$ cat config.mk
export PLATFORM = sky130hd
export DESIGN_NAME = rs_latch_ctrl
export DESIGN_NICKNAME = d
export VERILOG_FILES = /design/src/rtl/rs_ctrl_pkg.sv /design/src/rtl/rs_ctrl_timer.sv /design/src/rtl/rs_latch_ctrl.sv
export SDC_FILE = /design/constraint.sdc
export NUM_CORES = 1
export LEC_CHECK = 0
export ABC_CLOCK_PERIOD_IN_PS = 2750
export CAP_MARGIN = 20
export CELL_PAD_IN_SITES_DETAIL_PLACEMENT = 0
export CELL_PAD_IN_SITES_GLOBAL_PLACEMENT = 1
export CORE_ASPECT_RATIO = 0.5
export CORE_MARGIN = 8
export CORE_UTILIZATION = 30
export DETAILED_ROUTE_END_ITERATION = 10
export GPL_TIMING_DRIVEN = 0
export PLACE_DENSITY_LB_ADDON = 0.1
export SETUP_SLACK_MARGIN = 0.02
export SYNTH_ARGS = -nofsm -noshare
export SYNTH_HDL_FRONTEND = slang
export SYNTH_SLANG_ARGS = --single-unit
$ cat constraint.sdc
create_clock -name clk -period 2.75 [get_ports clk]
set_clock_uncertainty 0.2 [all_clocks]
set_input_delay 0.275 -clock clk [delete_from_list [all_inputs] [get_ports clk]]
set_output_delay 0.275 -clock clk [all_outputs]
set_load 0.1 [all_outputs]
$ cat src/rtl/rs_ctrl_pkg.sv
// Shared definitions for the RS latch sequencer: state encoding and the
// helper that gives the q/qb pair an operation is expected to produce.
package rs_ctrl_pkg;

    localparam logic [1:0] ST_IDLE  = 2'd0;
    localparam logic [1:0] ST_DRIVE = 2'd1;
    localparam logic [1:0] ST_CHECK = 2'd2;
    localparam logic [1:0] ST_GAP   = 2'd3;

    typedef enum logic [1:0] {
        IDLE  = ST_IDLE,
        DRIVE = ST_DRIVE,
        CHECK = ST_CHECK,
        GAP   = ST_GAP
    } state_e;

    // {q, qb} the latch should show once a set (1) or clear (0) has landed
    function automatic logic [1:0] expected_qqb(input logic want_set);
        return {want_set, ~want_set};
    endfunction

endpackage

$ cat src/rtl/rs_ctrl_timer.sv
// Loadable saturating down-counter shared by the DRIVE and CHECK phases.
module rs_ctrl_timer #(
    parameter int CNT_W = 4
) (
    input  logic             clk,
    input  logic             rst_n,
    input  logic             load,
    input  logic             dec,
    input  logic [CNT_W-1:0] load_val,
    output logic             expired
);

    logic [CNT_W-1:0] count_r;

    // Count register: load wins over decrement, decrement stops at zero
    always_ff @(posedge clk or negedge rst_n) begin
        if (!rst_n) begin
            count_r <= {CNT_W{1'b0}};
        end else if (load) begin
            count_r <= load_val;
        end else if (dec && (count_r != {CNT_W{1'b0}})) begin
            count_r <= count_r - CNT_W'(1);
        end else begin
            count_r <= count_r;
        end
    end

    assign expired = (count_r == {CNT_W{1'b0}});

endmodule

$ cat src/rtl/rs_latch_ctrl.sv
// Sequencer owning the s/r inputs of a NOR RS latch: arbitrates set/clear
// requests, issues timed exclusive pulses and verifies the q/qb feedback.
module rs_latch_ctrl
    import rs_ctrl_pkg::*;
#(
    parameter int PULSE_W = 2,
    parameter int TIMEOUT = 8,
    parameter int CNT_W   = 4
) (
    input  logic clk,
    input  logic rst_n,
    input  logic set_req,
    input  logic clr_req,
    input  logic q,
    input  logic qb,
    output logic s,
    output logic r,
    output logic busy,
    output logic done,
    output logic err,
    output logic grant_set
);

    localparam logic [CNT_W-1:0] PULSE_LOAD   = CNT_W'(PULSE_W - 1);
    localparam logic [CNT_W-1:0] TIMEOUT_LOAD = CNT_W'(TIMEOUT - 1);

    state_e           state_r;
    logic             last_set_r;
    logic             pick_set_s;
    logic             any_req_s;
    logic             idle_match_s;
    logic             op_match_s;
    logic             q_eq_s;
    logic             timer_load_s;
    logic             timer_dec_s;
    logic [CNT_W-1:0] timer_val_s;
    logic             timer_exp_s;

    // Arbitration and feedback comparisons
    always_comb begin
        any_req_s    = set_req | clr_req;
        // on a tie, serve whichever type did not go last
        pick_set_s   = set_req & (~clr_req | ~last_set_r);
        idle_match_s = ({q, qb} == expected_qqb(pick_set_s));
        op_match_s   = ({q, qb} == expected_qqb(grant_set));
        q_eq_s       = (q == qb);
    end

    // Timer load/decrement control derived from the current state
    always_comb begin
        timer_load_s = 1'b0;
        timer_dec_s  = 1'b0;
        timer_val_s  = PULSE_LOAD;
        case (state_r)
            IDLE: begin
                if (any_req_s && !idle_match_s) begin
                    timer_load_s = 1'b1;
                end else begin
                    timer_load_s = 1'b0;
                end
            end
            DRIVE: begin
                if (timer_exp_s) begin
                    if (!op_match_s && !q_eq_s) begin
                        timer_load_s = 1'b1;
                        timer_val_s  = TIMEOUT_LOAD;
                    end else begin
                        timer_load_s = 1'b0;
                    end
                end else begin
                    timer_dec_s = 1'b1;
                end
            end
            CHECK: begin
                if (!timer_exp_s) begin
                    timer_dec_s = 1'b1;
                end else begin
                    timer_dec_s = 1'b0;
                end
            end
            default: begin
                timer_load_s = 1'b0;
            end
        endcase
    end

    rs_ctrl_timer #(.CNT_W(CNT_W)) u_timer (
        .clk      (clk),
        .rst_n    (rst_n),
        .load     (timer_load_s),
        .dec      (timer_dec_s),
        .load_val (timer_val_s),
        .expired  (timer_exp_s)
    );

    // Main FSM with registered latch drives and status outputs
    always_ff @(posedge clk or negedge rst_n) begin
        if (!rst_n) begin
            state_r    <= IDLE;
            last_set_r <= 1'b0;
            s          <= 1'b0;
            r          <= 1'b0;
            busy       <= 1'b0;
            done       <= 1'b0;
            err        <= 1'b0;
            grant_set  <= 1'b0;
        end else begin
            done <= 1'b0;
            err  <= 1'b0;
            case (state_r)
                IDLE: begin
                    if (any_req_s) begin
                        grant_set <= pick_set_s;
                        busy      <= 1'b1;
                        if (idle_match_s) begin
                            done    <= 1'b1;
                            state_r <= GAP;
                        end else begin
                            s       <= pick_set_s;
                            r       <= ~pick_set_s;
                            state_r <= DRIVE;
                        end
                    end
                end
                DRIVE: begin
                    // the expiry edge doubles as the first feedback check
                    if (timer_exp_s) begin
                        s <= 1'b0;
                        r <= 1'b0;
                        if (op_match_s) begin
                            done    <= 1'b1;
                            state_r <= GAP;
                        end else if (q_eq_s) begin
                            err     <= 1'b1;
                            state_r <= GAP;
                        end else begin
                            state_r <= CHECK;
                        end
                    end
                end
                CHECK: begin
                    if (op_match_s) begin
                        done    <= 1'b1;
                        state_r <= GAP;
                    end else if (q_eq_s || timer_exp_s) begin
                        err     <= 1'b1;
                        state_r <= GAP;
                    end
                end
                GAP: begin
                    last_set_r <= grant_set;
                    busy       <= 1'b0;
                    state_r    <= IDLE;
                end
                default: begin
                    s       <= 1'b0;
                    r       <= 1'b0;
                    busy    <= 1'b0;
                    state_r <= IDLE;
                end
            endcase
        end
    end

endmodule

==> results of run 1 <==
## per-layer routing
layer  part of all wire  track usage  up-vias
li1                   -            -      365
met1               0.50        0.114      352
met2               0.44        0.133       16
met3              0.052       0.0402        2
met4             0.0063       0.0237        0
met5                  0            0        -
## stage by stage
step / cells / util / hold WS (ns) / cell area [µm²] / setup slack [ns]
after floorplan: 91 / - / -0.221 / 863 / 0.519
after global placement: 139 / 0.382 / 0.279 / 1020 / 0.482
after detailed placement: 139 / 0.382 / 0.276 / 1020 / 0.426
after CTS: 143 / 0.399 / 0.251 / 1060 / 0.492
after global routing: 143 / 0.399 / 0.275 / 1060 / 0.465
final: 143 / 0.399 / 0.224 / 1060 / 0.508
## flip-flops by register name (all words and copies together) (netlist names)
signal / count
grant_set: 1
err: 1
s: 1
u_timer.count_r: 4
last_set_r: 1
done: 1
r: 1
state_r: 2
busy: 1
## cell usage in the layout, fill, tap and decap left out, types with 2 or more instances in the layout
cell	instances
a21boi_0	2
a21o_1	2
a21oi_1	9
a22oi_1	2
clkbuf_1	2
clkbuf_8	3
clkdlybuf4s50_1	11
dfrtp_1	13
ha_1	6
inv_1	7
mux2_2	2
mux2i_1	3
nand2_1	4
nand2b_1	2
nand3_1	3
nor2_1	5
nor2b_1	2
nor3_1	2
nor3b_1	2
o21ai_0	2
o2bb2ai_1	3
## synthesized netlist by cell type (2+ instances only)
cell and instances:
dfrtp_1 13, a21oi_1 9, inv_1 7, ha_1 6
nor2_1 5, nand2_1 4, mux2i_1 3, nand3_1 3
o2bb2ai_1 3, a21boi_0 2, a21o_1 2, a22oi_1 2
mux2_2 2, nand2b_1 2, nor2b_1 2, nor3_1 2
nor3b_1 2, o21ai_0 2
## final timing paths
| path | end | slack [ns] | cells past startpoint |
|---|---|---|---|
| worst max-delay path | s | 0.51 | 1 |
| worst min-delay path | s | 0.22 | 1 |
| worst max register to register | state_r[0] | 0.60 | 6 |
| worst min register to register | busy | 0.29 | 1 |
| max in group asynchronous | grant_set | 1.72 | 1 |
| min in group clk | busy | 0.29 | 1 |
## area by class of cell
| class | count | area (µm²) |
|---|---|---|
| well taps | 37 | 46.3 |
| clock buffers | 4 | 45.0 |
| repair buffers | 11 | 110 |
| fillers | 292 | 1600 |
| inverters | 7 | 26.3 |
| multi-input cells | 69 | 503 |
| flip-flops and latches | 13 | 325 |
| plain buffers | 2 | 8.76 |
## cells by family (layout without fill, tap and decap cells)
| family | Yosys count | after routing |
|---|---|---|
| AOI/OAI and AO/OA | 28 | 28 |
| xor gates and xnor gates | 1 | 1 |
| DFF | 13 | 13 |
| adders and majority gates | 6 | 6 |
| muxes | 5 | 5 |
| buffers and inverters | 9 | 24 |
| and+or+nand+nor | 29 | 29 |
==> results.ini, run 1 <==
[clocking]
cts_hold_buffers=0
cts_max_level=1
ctsRootBufferMaster=clkbuf_8
cts_tree=yes
insertion_delay_ns=0.25
clk_pin_slew_ns=0.06
cts_sinks=13
cts-resized-gates=0
cts_buffers=3
cts_setup_buffers=0
cts_max_path_buffers=2

[timing]
hold_violations=0
timing.final.crit_share=0.815
min_period_ns=2.24
worstMarginPinSlew_ns=0.972
tns_ns=0
clock.fmax_mhz=446
setup-violations-final=0
rsz0062_at_grt=false
drv_slew=0
max_slew_margin=0.350

[yosys]
synthMuxAreaShare=0.0609
yosysSeqAreaShare=0.377
synth-xor-area-share=0.0101
synth-edff-count=0
synth_area_um2=863
synth_top_family_by_area=compound AO/OA/AOI/OAI gates
synth_cells=91
synth_seq_cells=13
synth_top_cells_by_area=dfrtp_1 38%, ha_1 8.7%, a21oi_1 5.2%
synth_compound_area_frac=0.225
synthDominantCellAreaShare=0.377
syn_nets=103
synth_simple_gate_area_frac=0.200
synth_ff_type=dfrtp_1
syn_area_per_cell_um2=9.49
synth_adder_area_share=0.0870
ys_warn_count=0
synthArstFlopShare=1.00
synth.distinct_cells=38
synth_top_area_cell=dfrtp_1

[worst_setup_path]
crit_path_max_fanout=3
r2r-start=state_r[0]
cp.required_ns=2.28
crit_family=buffers and inverters
critPathArrivalTime_ns=1.77
crit_start=s
crit_slowest_cell=clkdlybuf4s50_1
worst-setup-path-type=reg2out
startpoint_type=flip-flop
path_cells=clkdlybuf4s50_1
critPathBufInv=1
cp_slowest_stage_delay_ns=1.15
crit_path_end_kind=output pin

[floorplan]
die_area_um2=4950
die_w_um=91.9
die_h_um=53.9
core_um2=2670
start_util=0.324
rows=13
ios=12

[placement]
dp_hpwl_mm=1.62
io_buffers=11
routabilityCongestion=0.828

[route]
vias=735
drt-initial-drc-count=79
wirelength_mm=2.06
wl_per_cell_um=14.4
drt-vias-per-instance=5.14
dr.pass1.iters=4
post-route-drc-count=0
antenna_left=0

[cells_and_area]
antenna_cells=0
layout-drive-gt1-share=0.0755
area_growth_pct=23.3
final_nets=119

[grt]
grt_pass1_wl_mm=3.36
grt_max_degree=14
grt_util_all_layers=0.0887
antenna_found_initial=0
grt_pass1_vias=687
grt-ovfl-total=0

[run]
timing.max_cap.violations=0

[outcome]
status=finished, final reports clean

[hold_path]
min_path_type=in2async

Power of run 1 is not shown: default switching activity piles up to over one toggle a cycle in this logic, so the estimate is an artifact.
==> run 2, diff against run 1 <==
- ABC_CLOCK_PERIOD_IN_PS: 2750 -> 1800
- clock period: 2.75 -> 1.8 ns (I/O delays scaled with it)
==> run 2 against run 1 <==
  * The flow now finishes with violations (negative setup slack)
  * Sequential share of layout area fell by 4.9 points
  * Via count is 8.7% higher
  * Die area stayed put
  * Critical path depth rose by 5
  * First-iteration DRC count shrank 51%
  * Global-route usage up 0.70 points
  * Routed wire length increased by 22%
  * Critical path type is now reg2reg
==> results.ini, run 2 (synthesis gave the netlist of run 1 again) <==
[outcome]
status=finished with violations
failed_checks=negative setup slack

[worst_setup_path]
crit_slowest_cell=dfrtp_1
critPathArrivalTime_ns=1.82  ; +0.05 ns
worst-setup-path-type=reg2reg
cp_slowest_stage_delay_ns=0.40  ; -0.75 ns
crit_path_max_fanout=4  ; +1
path_cells=buf_6, ha_4, and4b_1, o31ai_4, o2111a_1, a21oi_1
crit_path_end_kind=flip-flop
r2r_cells=6  ; unchanged
cp.required_ns=1.73  ; -0.55 ns
startpoint_type=flip-flop
r2r_slack_ns=-0.09  ; -0.69 ns

[floorplan]
die_w_um=91.9  ; unchanged
die_h_um=53.9  ; unchanged
rows=13  ; unchanged
die_area_um2=4950  ; unchanged
ios=12  ; unchanged
start_util=0.324  ; unchanged
core_um2=2670  ; unchanged

[grt]
grt_max_degree=14  ; unchanged
grt-ovfl-total=0  ; unchanged
grt_pass1_wl_mm=3.68  ; +9.4%
grt_util_all_layers=0.0957  ; +0.00697
antenna_found_initial=0  ; unchanged
grt_pass1_vias=745  ; +8.4%

[route]
post-route-drc-count=0  ; unchanged
drt-vias-per-instance=5.22  ; +1.6%
vias=799  ; +8.7%
wirelength_mm=2.51  ; +22%
dr.pass1.iters=4  ; unchanged
antenna_left=0  ; unchanged
drt-initial-drc-count=39  ; -51%
wl_per_cell_um=16.4  ; +14%

[hold_path]
min_path_type=in2async

[clocking]
insertion_delay_ns=0.24  ; about the same
clk_pin_slew_ns=0.06  ; about the same
cts_sinks=13  ; unchanged
cts_max_path_buffers=2  ; unchanged
cts_tree=yes
cts_buffers=3  ; unchanged
cts_hold_buffers=0  ; unchanged
cts_max_level=1  ; unchanged
ctsRootBufferMaster=clkbuf_8

[run]
timing.max_cap.violations=0  ; unchanged

[cells_and_area]
largest-register=u_timer.count_r
largest_reg_flops=4  ; unchanged
final_cell_mix=12 x dfrtp_1, 10 x buf_4, 7 x a21oi_1
final_common_cell=dfrtp_1
antenna_cells=0  ; unchanged
final_nets=129  ; +8.4%
final_area_um2=1280  ; +21%
final_util=0.481  ; +0.0821
area_growth_pct=48.7
layout-drive-gt1-share=0.405  ; +0.330
top_regs=u_timer.count_r (4), state_r (2)
fill_cells=260  ; -11%

[power]
swShare=0.484
clock_power_share=0.098
power.density_nw_per_um2=2120
switchingPower_mw=1.32
power.internal_mw=1.41
p_seq_frac=0.197
fin_total_pwr_mw=2.73
p_comb_frac=0.705
p_leak_nw=0.551
vdd_drop_max_v=0.000990

[placement]
dp_hpwl_mm=1.72  ; +6.3%
io_buffers=11  ; unchanged
routabilityCongestion=0.931  ; +13%
placed_area_um2=1080  ; +5.5%

[timing]
clock.fmax_mhz=530
tns_ns=-0.213  ; -0.213 ns
max_slew_margin=0.593  ; +0.243
hold_slack_ns=0.115  ; -0.109 ns
setup-violations-final=4  ; +4
worstMarginPinSlew_ns=0.609  ; -0.364 ns
hold_violations=0  ; unchanged
drv_slew=0  ; unchanged
fin_ws_ns=-0.0853  ; -0.593 ns
min_period_ns=1.89
rsz0062_at_grt=true
timing.final.crit_share=1.05

[run 2: cell types whose count changed in the layout (fill, tap and decap cells not counted), moves of 3 or more]
| cell | change |
|---|---|
| buf_4 | +10 |
| clkdlybuf4s15_2 | +5 |
| clkdlybuf4s50_1 | -7 |
| ha_1 | -4 |
| ha_4 | +3 |
| inv_1 | -5 |
| inv_2 | +5 |
[run 2: worst max-delay path: cells and delay by family (launching register included)]
family	cells	cell delay (ns)
compound gates	3	0.67
flops	1	0.40
buf+inv	1	0.13
fa+ha+maj	1	0.16
simple gates	1	0.21
[run 2: path summary, 6_finish.rpt]
check | start | end
worst max register to register | state_r[1] | state_r[0]
min in group clk | qb | err
worst min-delay path | rst_n | state_r[0]
worst max-delay path | state_r[1] | state_r[0]
max in group asynchronous | rst_n | grant_set
worst min register to register | s | s
[run 2: final cells by class]
| type | instances | area (µm²) | share of cell area |
|---|---|---|---|
| Multi-Input combinational cell | 69 | 626 | 0.487 |
| Buffer | 1 | 11.3 | 0.00877 |
| Inverter | 7 | 26.3 | 0.0205 |
| Tap cell | 37 | 46.3 | 0.0361 |
| Timing Repair Buffer | 22 | 200 | 0.156 |
| Clock buffer | 4 | 45.0 | 0.0351 |
| Sequential cell | 13 | 329 | 0.256 |
[run 2: routing by layer]
metal  global-route usage  wire [µm]
met5                    0          0
met1                0.122       1150
met4               0.0158          0
met2                0.153       1230
met3               0.0388        126
[run 2: per-stage QoR]
stage,worst slack [ns],cells
6_report,-0.0853,153
5_1_grt,-0.120,153
4_1_cts,-0.111,148
3_5_place_dp,-0.494,139
3_3_place_gp,-0.407,139
2_1_floorplan,-0.0638,91
[run 2: power by group through the flow]
| stage | registers (mW) | clock network (mW) | logic (mW) |
|---|---|---|---|
| 3_3_place_gp | 0.525 | 0 | 1.55 |
| 2_1_floorplan | 0.902 | 0 | 0.859 |
| 3_5_place_dp | 0.532 | 0 | 1.59 |
| 4_1_cts | 0.517 | 0.271 | 1.73 |
| 6_report | 0.536 | 0.267 | 1.92 |
| 5_1_grt | 0.549 | 0.285 | 2.05 |
[run 2: repair_timing]
item,4_1_cts,5_1_grt
setup endpoints to repair,17,10
pin swaps,7,7
buffers inserted,6,5
resized for setup,25,16
Power figures use the tool's default switching activity.
==> run 3, diff against run 2 <==
- CTS_BUF_LIST: unset -> sky130_fd_sc_hd__clkbuf_4 sky130_fd_sc_hd__clkbuf_8
==> run 3 against run 2 <==
  * The run still ends with negative setup slack left
  * Routed wire length is 0.60% higher
  * Global-route usage unchanged
  * First-iteration DRC count fell by 7.7%
  * Design area grew 0.29%
  * Clock-buffer cell count unchanged
  * Die area unchanged
  * Via count shrank 0.38%
  * Register-to-register slack barely moved
  * Largest cell class unchanged
  * Largest power group unchanged
==> results.ini, run 3 (synthesis gave the netlist of run 1 again) <==
[power]
vdd_drop_max_v=0.00105  ; +6.2%
p_leak_nw=0.554  ; +0.62%
power.density_nw_per_um2=2130  ; +0.28%

[cells_and_area]
largest-register=u_timer.count_r
final_util=0.483  ; +0.00141
final_cell_mix=12 x dfrtp_1, 10 x buf_4, 7 x a21oi_1
seqCellArea_um2=329  ; unchanged
antenna_cells=0  ; unchanged
largest_reg_flops=4  ; unchanged
top_regs=u_timer.count_r (4), state_r (2)
stdcell_count=153  ; unchanged
final_common_cell=dfrtp_1
final_nets=129  ; unchanged
layout-drive-gt1-share=0.414  ; +0.00862
area_growth_pct=49.1
fill_cells=258  ; -0.77%
multi_input_area_um2=626  ; unchanged

[route]
wirelength_mm=2.52  ; +0.60%
m1WireLength_mm=1.18  ; +2.2%
dr.pass1.iters=4  ; unchanged
wl_met2_mm=1.23  ; +0.33%
drt-vias-per-instance=5.20  ; -0.38%
met3_length_um=112  ; -11%
wl_per_cell_um=16.5  ; +0.60%
drt-initial-drc-count=36  ; -7.7%
vias=796  ; -0.38%
top_layer_used=met3
antenna_left=0  ; unchanged
post-route-drc-count=0  ; unchanged

[grt]
antenna_found_initial=0  ; unchanged
grt_util_all_layers=0.0957  ; unchanged
grt_max_degree=14  ; unchanged
grt_pass1_vias=745  ; unchanged
grt-ovfl-total=0  ; unchanged
grt_pass1_wl_mm=3.68  ; unchanged

[placement]
io_buffers=11  ; unchanged
routabilityCongestion=0.931  ; unchanged
place_inst=139  ; unchanged
dp_hpwl_mm=1.72  ; unchanged

[clocking]
cts_max_level=1  ; unchanged
cts_hold_buffers=0  ; unchanged
clk_pin_slew_ns=0.06  ; about the same
ctsRootBufferMaster=clkbuf_8
cts_sinks=13  ; unchanged
cts_buffers=3  ; unchanged
cts_tree=yes
insertion_delay_ns=0.24  ; about the same
cts_max_path_buffers=2  ; unchanged

[timing]
hold_violations=0  ; unchanged
drv_slew=0  ; unchanged
worstMarginPinSlew_ns=0.609  ; +0.0000408 ns
clock.fmax_mhz=530  ; about the same
max_slew_margin=0.593  ; about the same
min_period_ns=1.89  ; +0.000273 ns
rsz0062_at_grt=true
timing.final.crit_share=1.05  ; about the same
setup-violations-final=4  ; unchanged
fin_ws_ns=-0.0855  ; -0.000273 ns

[worst_setup_path]
crit_path_max_fanout=4  ; unchanged
crit_path_end_kind=flip-flop
cp_slowest_stage_delay_ns=0.40  ; about the same
startpoint_type=flip-flop
critPathArrivalTime_ns=1.82  ; about the same
cp.required_ns=1.73  ; about the same
worst-setup-path-type=reg2reg
crit_slowest_cell=dfrtp_1
path_cells=buf_6, ha_4, and4b_1, o31ai_4, o2111a_1, a21oi_1

[outcome]
failed_checks=negative setup slack
status=finished with violations

[floorplan]
ios=12  ; unchanged
start_util=0.324  ; unchanged
rows=13  ; unchanged
die_h_um=53.9  ; unchanged
core_um2=2670  ; unchanged
die_w_um=91.9  ; unchanged
die_area_um2=4950  ; unchanged

[run]
timing.max_cap.violations=0  ; unchanged

[hold_path]
min_path_type=in2async

[run 3: report_power, final]
part | switching (mW) | total [mW] | leakage [nW] | internal, mW
Clock | 0.111 | 0.282 | 0.0262 | 0.172
Sequential | 0.104 | 0.536 | 0.161 | 0.432
Combinational | 1.10 | 1.92 | 0.367 | 0.817
Total | 1.32 | 2.74 | 0.554 | 1.42
[run 3: metal layers]
metal  vias to the layer above  global-route usage
li1                        385                   -
met3                         0              0.0388
met1                       401               0.122
met4                         0              0.0158
met2                        10               0.153
met5                         -                   0
[run 3: layout make-up]
type | count | area share
Timing Repair Buffer | 22 | 0.155
Tap cell | 37 | 0.0360
Buffer | 1 | 0.00875
Inverter | 7 | 0.0204
Sequential cell | 13 | 0.256
Clock buffer | 4 | 0.0379
Multi-Input combinational cell | 69 | 0.486
[run 3: repair_timing]
| item | CTS | global route |
|---|---|---|
| setup buffers | 6 | 5 |
| endpoints found under the hold margin | 0 | 0 |
| gates resized for setup | 25 | 16 |
| setup endpoints to repair | 17 | 10 |
| pin swaps | 7 | 7 |
[run 3: per-stage QoR]
step	hold WS (ns)	setup TNS (ns)	setup slack, ns	total power [mW]	instance area [µm²]
5_1_grt	0.193	-0.441	-0.120	2.90	1290
2_1_floorplan	-0.316	-0.123	-0.0638	1.76	920
4_1_cts	0.153	-0.317	-0.111	2.53	1210
3_5_place_dp	0.305	-3.59	-0.494	2.12	1080
6_report	0.115	-0.210	-0.0855	2.74	1290
3_3_place_gp	0.277	-3.06	-0.407	2.08	1080
[run 3: final timing paths]
kind / depth (start not counted) / endpoint / start / slack, ns
setup / recovery: 6 / state_r[0] / state_r[1] / -0.09
hold / removal: 1 / state_r[0] / rst_n / 0.12
setup reg to reg: 6 / state_r[0] / state_r[1] / -0.09
hold reg to reg: 1 / s / s / 0.31
max in group asynchronous: 1 / grant_set / rst_n / 0.83
min in group clk: 4 / err / qb / 0.27
[run 3: worst max-delay path: cells and delay by family, from the launching register on]
family | cells | cell delay [ns]
adder cells (fa/ha/maj) | 1 | 0.16
AO/OA/AOI/OAI | 3 | 0.67
AND/OR/NAND/NOR | 1 | 0.21
buffers and inverters | 1 | 0.13
flip-flops | 1 | 0.40
